<file path="src/rtl/servo_pkg.sv">
// Shared servo definitions: position type, timing constants at the 24 MHz
// system clock, and the slew/width helpers used by every servo channel.
// Also imported by the command state machine that produces enable/target.
package servo_pkg;

  typedef logic [7:0] servo_pos_t;

  localparam int unsigned SERVO_CLK_HZ           = 24_000_000;
  localparam int unsigned SERVO_FRAME_CYCLES     = 720_000;  // 30 ms
  localparam int unsigned SERVO_MIN_PULSE_CYCLES = 24_000;   // 1 ms at code 0
  localparam int unsigned SERVO_STEP_CYCLES      = 94;       // code 255 -> ~2 ms
  localparam int unsigned SERVO_SLEW_STEP        = 4;
  localparam int unsigned SERVO_INIT_POS         = 128;

  // Frame counter and pulse width share one 20-bit unsigned domain.
  localparam int unsigned SERVO_CNT_W = 20;
  typedef logic [SERVO_CNT_W-1:0] servo_cnt_t;

  // Move cur toward tgt by at most step codes. Never overshoots, so the
  // result stays inside 0..255 without explicit clamping. step=0 jumps.
  function automatic servo_pos_t servo_step(servo_pos_t cur, servo_pos_t tgt,
                                            int unsigned step);
    int unsigned c, t, d;
    c = {24'd0, cur};
    t = {24'd0, tgt};
    if (step == 0) return tgt;
    if (t >= c) begin
      d = t - c;
      if (d > step) d = step;
      return servo_pos_t'(c + d);
    end
    d = c - t;
    if (d > step) d = step;
    return servo_pos_t'(c - d);
  endfunction

  function automatic servo_cnt_t servo_width(servo_pos_t pos, int unsigned min_cyc,
                                             int unsigned step_cyc);
    int unsigned w;
    w = min_cyc + {24'd0, pos} * step_cyc;
    return servo_cnt_t'(w);
  endfunction

endpackage

</file>
<file path="src/rtl/servo_frame_timer.sv">
// Free-running servo frame counter.
// Ports:
//   clk, reset_n  clock, synchronous active-low reset
//   frame_cnt     counts 0..FRAME_CYCLES-1 and wraps
//   frame_tick    registered strobe, high while frame_cnt == 0 (low in reset)
//   last_cycle    combinational, high while frame_cnt == FRAME_CYCLES-1
module servo_frame_timer
  import servo_pkg::*;
#(
  parameter int unsigned FRAME_CYCLES = SERVO_FRAME_CYCLES
) (
  input  logic                   clk,
  input  logic                   reset_n,
  output logic [SERVO_CNT_W-1:0] frame_cnt,
  output logic                   frame_tick,
  output logic                   last_cycle
);

  localparam servo_cnt_t LAST = servo_cnt_t'(FRAME_CYCLES - 1);

  if (FRAME_CYCLES < 2 || FRAME_CYCLES > (1 << SERVO_CNT_W)) begin : g_bad_frame
    $error("servo_frame_timer: FRAME_CYCLES out of range");
  end

  assign last_cycle = (frame_cnt == LAST);

  // frame_tick is registered from last_cycle so it lines up with cnt==0,
  // except directly after reset where the counter sits at 0 with tick low.
  always_ff @(posedge clk) begin
    if (!reset_n) begin
      frame_cnt  <= '0;
      frame_tick <= 1'b0;
    end else begin
      frame_cnt  <= last_cycle ? '0 : frame_cnt + servo_cnt_t'(1);
      frame_tick <= last_cycle;
    end
  end

endmodule

</file>
<file path="src/rtl/servo_slew_driver.sv">
// Servo pulse stage for one channel: slew-limited position, one control
// pulse per frame whose width encodes the position.
// Ports:
//   clk, reset_n  clock, synchronous active-low reset
//   enable        1 = drive servo; 0 = pulse off, position frozen
//   target        commanded position code, sampled only at frame boundary
//   servo_pulse   registered control pulse, high for width_q cycles per frame
//   cur_pos       position code currently driven
//   at_target     combinational cur_pos == target
//   frame_tick    one-cycle strobe while the frame counter is 0
module servo_slew_driver
  import servo_pkg::*;
#(
  parameter int unsigned FRAME_CYCLES     = SERVO_FRAME_CYCLES,
  parameter int unsigned MIN_PULSE_CYCLES = SERVO_MIN_PULSE_CYCLES,
  parameter int unsigned STEP_CYCLES      = SERVO_STEP_CYCLES,
  parameter int unsigned SLEW_STEP        = SERVO_SLEW_STEP,
  parameter int unsigned INIT_POS         = SERVO_INIT_POS
) (
  input  logic       clk,
  input  logic       reset_n,
  input  logic       enable,
  input  logic [7:0] target,
  output logic       servo_pulse,
  output logic [7:0] cur_pos,
  output logic       at_target,
  output logic       frame_tick
);

  // The widest pulse must end inside the frame, otherwise the clear
  // compare would never hit and the pulse would run into the next frame.
  if (MIN_PULSE_CYCLES + 255 * STEP_CYCLES >= FRAME_CYCLES) begin : g_bad_width
    $error("servo_slew_driver: max pulse width does not fit in frame");
  end
  if (INIT_POS > 255) begin : g_bad_init
    $error("servo_slew_driver: INIT_POS out of range");
  end

  localparam servo_pos_t INIT_P     = servo_pos_t'(INIT_POS);
  localparam servo_cnt_t INIT_WIDTH = servo_width(INIT_P, MIN_PULSE_CYCLES, STEP_CYCLES);

  servo_cnt_t frame_cnt;
  logic       last_cycle;
  servo_cnt_t width_q;
  logic       armed;
  servo_pos_t next_pos;
  servo_cnt_t next_width;
  logic       pulse_set;
  logic       pulse_hold;

  servo_frame_timer #(
    .FRAME_CYCLES(FRAME_CYCLES)
  ) u_frame_timer (
    .clk       (clk),
    .reset_n   (reset_n),
    .frame_cnt (frame_cnt),
    .frame_tick(frame_tick),
    .last_cycle(last_cycle)
  );

  assign next_pos   = servo_step(cur_pos, target, SLEW_STEP);
  assign next_width = servo_width(next_pos, MIN_PULSE_CYCLES, STEP_CYCLES);
  assign at_target  = (cur_pos == target);

  // Position and width only move at the frame boundary, so a target change
  // mid-frame never disturbs the pulse in flight.
  always_ff @(posedge clk) begin
    if (!reset_n) begin
      cur_pos <= INIT_P;
      width_q <= INIT_WIDTH;
      armed   <= 1'b0;
    end else if (last_cycle) begin
      if (enable) begin
        cur_pos <= next_pos;
        width_q <= next_width;
        armed   <= 1'b1;
      end else begin
        armed   <= 1'b0;
      end
    end
  end

  // The pulse starts on the wrap edge, the same edge that arms the channel
  // and loads the new width, so the first pulse after enable already uses
  // the stepped position. It holds only while enabled, so a pulse cut by
  // enable dropping can never restart until the next wrap.
  assign pulse_set  = last_cycle & enable;
  assign pulse_hold = servo_pulse & enable & armed &
                      ((frame_cnt + servo_cnt_t'(1)) != width_q);

  always_ff @(posedge clk) begin
    if (!reset_n) servo_pulse <= 1'b0;
    else          servo_pulse <= pulse_set | pulse_hold;
  end

endmodule

</file>
<file path="config.mk">
export PLATFORM = sky130hd
export DESIGN_NAME = servo_slew_driver
export DESIGN_NICKNAME = d
export VERILOG_FILES = /design/src/rtl/servo_pkg.sv /design/src/rtl/servo_frame_timer.sv /design/src/rtl/servo_slew_driver.sv
export SDC_FILE = /design/constraint.sdc
export NUM_CORES = 1
export LEC_CHECK = 0
export CAP_MARGIN = 20
export CORE_ASPECT_RATIO = 1.4
export CORE_UTILIZATION = 30
export CTS_CLUSTER_SIZE = 20
export DETAILED_ROUTE_END_ITERATION = 6
export PLACE_DENSITY = 0.56
export SLEW_MARGIN = 15
export SYNTH_ARGS = -nofsm -noshare
export SYNTH_HDL_FRONTEND = slang
export SYNTH_HIERARCHICAL = 1
export SYNTH_SLANG_ARGS = --single-unit
</file>
<file path="constraint.sdc">
create_clock -name clk -period 10.5 [get_ports clk]
set_clock_uncertainty 0.2 [all_clocks]
set_input_delay 2.1 -clock clk [delete_from_list [all_inputs] [get_ports clk]]
set_output_delay 2.1 -clock clk [all_outputs]
set_load 0.02 [all_outputs]
</file>
==> reports/metrics.cfg <==
[sta]
fin_crit_ns=10.02
finalMaxSlewViolations=0
fin_setup_tns_ns=0
rsz0062_at_grt=no
fin_crit_sh=0.9538
hold_ws_ns=0.2676
finalSetupViolCount=0
max_clock_freq_mhz=99.85
maxSlewHeadroom=0.4147
tightest_slew_ns=0.8758
setup_ws_ns=0.4847
hold_viol=0

[placement]
hpwl_um=9862
finalWeightedCongestion=0.8127
port_buffers=21
place_ws_ns=0.1337

[critical_path]
critPathArrivalTime_ns=10.01
path_depth=31
critPathSlowestCell=fa_1
cp-end-kind=register
crit_buf_inv=3
r2r-end=width_q[12]$_SDFFE_PN0P_
critPathMaxFanout=5
path_delay_family=adder cells
r2r_setup_slack_ns=2.18
r2r-start=cur_pos[0]$_SDFFE_PN0P_
r2r_cells=31
start_kind=input port
crit_type=in2reg
cpPeakStageDelay_ns=0.52
crit_required_ns=10.49

[floorplan]
core_area_mm2=0.01668
die_area_mm2=0.01752
die_h_um=156.2
die_w_um=112.2
ios=22
start_util=0.3056
std_cell_rows=56

[finish]
fill_cells=1761
final_nets=739
diodes=0
multiInputGateArea_mm2=0.003825
regArea_um2=900.9
drive_gt1_frac=0.07187
area_delta_synth_final_pct=11.42

[yosys]
seq_area_frac_synth=0.1768
synthesis.nets=719
syn_area_mm2=0.005096
yosys.area.top_type=dfxtp_1
yosys-top-cells-count=inv_1, ha_1, nor2_1
synth-edff-count=0
ys_warn_count=6
yosysMostFrequentCell=inv_1
netlist.area_leader.share=0.1768
avgSynthCellArea_um2=8.038
async_flop_share=0
syn_inst=634
synth-seq-cells=45
ys.flop_type=dfxtp_1
synth_area_leaders=dfxtp_1, ha_1, xnor2_1
yosys.cell_types.count=85

[hold_path]
hold_class=reg2reg
hold_path_startpoint=width_q[4]$_SDFFE_PN0P_
min_to=width_q[4]$_SDFFE_PN0P_
whs_path_depth=2

[clock_network]
clk_pin_slew_ns=0.06
clk-insertion-delay-late_ns=0.29
cts-htree-levels=2
cts_tree=built
cts.sinks=45
cts_buffers=5
post_cts_buffers=0
cts_max_path_buffers=2
ctsRootBufferMaster=clkbuf_16

[routing]
viasPerCell=5.137
avgRoutedWirePerCell_um=14.47
drt-total-wl_um=12400
antenna_left=0
drc=1
drt_iter0_drc=236
firstDrtPassIters=6
via_count=4402

[status]
violations=design-rule violations
status=finished, violations left

[global_route]
grt_pass1_wl_um=20880
gr-total-overflow=0
grt_util_all_layers=0.1479
grt_max_degree=26
antenna_found_initial=0
grt_pass1_vias=4370

[pwr]
vdd_drop_max_v=0.00007762
power.density_mw_per_mm2=145.0
p_leak_nw=2.244

[job]
cap_violations=0

worst max-delay path by stage:
stage / slack, ns / to / from
global placement: 0.28 / width_q[12]$_SDFFE_PN0P_ / target[0]
global route: 0.03 / width_q[15]$_SDFFE_PN1P_ / target[0]
finish: 0.48 / width_q[12]$_SDFFE_PN0P_ / target[0]
CTS: 0.40 / width_q[13]$_SDFFE_PN0P_ / target[0]
floorplan: 0.84 / width_q[14]$_SDFFE_PN0P_ / target[0]
detailed placement: 0.13 / width_q[13]$_SDFFE_PN0P_ / target[0]
routing by layer:
layer	up-vias	wire (um)	GRT usage
met2	57	6601	0.2937
met3	12	209	0.01317
met1	2039	5374	0.1637
li1	2294	-	-
met4	0	213	0.04571
met5	-	0	0
registers in the layout, summed over array words and instances, names as in the netlist:
register,flops
armed,1
u_frame_timer/frame_tick,1
cur_pos,8
width_q,14
servo_pulse,1
u_frame_timer/frame_cnt,20
stage by stage:
| step | util | cells | area (um^2) | power, mW |
|---|---|---|---|---|
| after floorplan | - | 634 | 5096 | 0.5719 |
| after global placement | 0.3315 | 850 | 5528 | 0.6691 |
| after detailed placement | 0.3315 | 850 | 5528 | 0.6671 |
| after CTS | 0.3400 | 857 | 5670 | 0.8280 |
| after global routing | 0.3405 | 857 | 5678 | 0.8922 |
| final | 0.3405 | 857 | 5678 | 0.8235 |
power by group:
part	total [mW]	internal, mW	leakage, nW	switching [mW]
clock	0.159	0.0936	0.0700	0.0652
sequential	0.174	0.172	0.363	0.00214
combinational	0.491	0.211	1.81	0.280
logic make-up (layout without fill, tap and decap cells):
family / after synthesis / in the layout / share of synthesized area
AND/OR/NAND/NOR: 222 / 222 / 0.2247
AO/OA/AOI/OAI: 140 / 140 / 0.1972
buffers and inverters: 88 / 108 / 0.07414
adder cells (fa/ha/maj): 74 / 74 / 0.2082
XOR/XNOR: 63 / 63 / 0.1151
flip-flops: 45 / 45 / 0.1768
multiplexers: 2 / 2 / 0.003928
tightest hold or removal path, cell delays in order (launching register included):
cell and delay [ns]:
dfxtp_1 0.32, nand2_1 0.05, a21oi_1 0.05
layout by cell type (no fill, tap or decap), types with 4 or more instances in the layout:
cell type        netlist  final
inv_1                 68     68
nor3b_1                4      4
o21a_1                 7      7
nor2_1                53     53
fa_1                  18     18
or3_1                  7      7
nand3b_1               6      6
nor2b_1                7      7
ha_1                  56     56
nand4_1               10     10
o21ai_0               20     20
o211ai_1               9      9
a211oi_1               8      8
nand2_1               48     48
a21o_1                 6      6
buf_4                  2     12
nand3_1               25     25
nor3_1                14     14
nand2b_1               5      5
a21oi_1               39     39
clkbuf_16              0      5
nor4_1                14     13
clkdlybuf4s50_1        0     21
xnor2_1               44     44
xor2_1                16     16
dfxtp_1               45     45
timing repair:
action | in CTS | in global routing
gates resized for setup | 0 | 2
endpoints found under the setup margin | 0 | 2
hold buffers | 0 | 0
hold endpoints to repair | 0 | 0
area by class of cell:
| class | instances | area share |
|---|---|---|
| clock buffer | 7 | 0.02512 |
| inverter | 68 | 0.04495 |
| multi-input combinational | 501 | 0.6736 |
| sequential | 45 | 0.1587 |
| tap | 203 | 0.04473 |
| timing repair buffer | 33 | 0.05289 |
No activity file was read; power rests on OpenSTA's default activity.
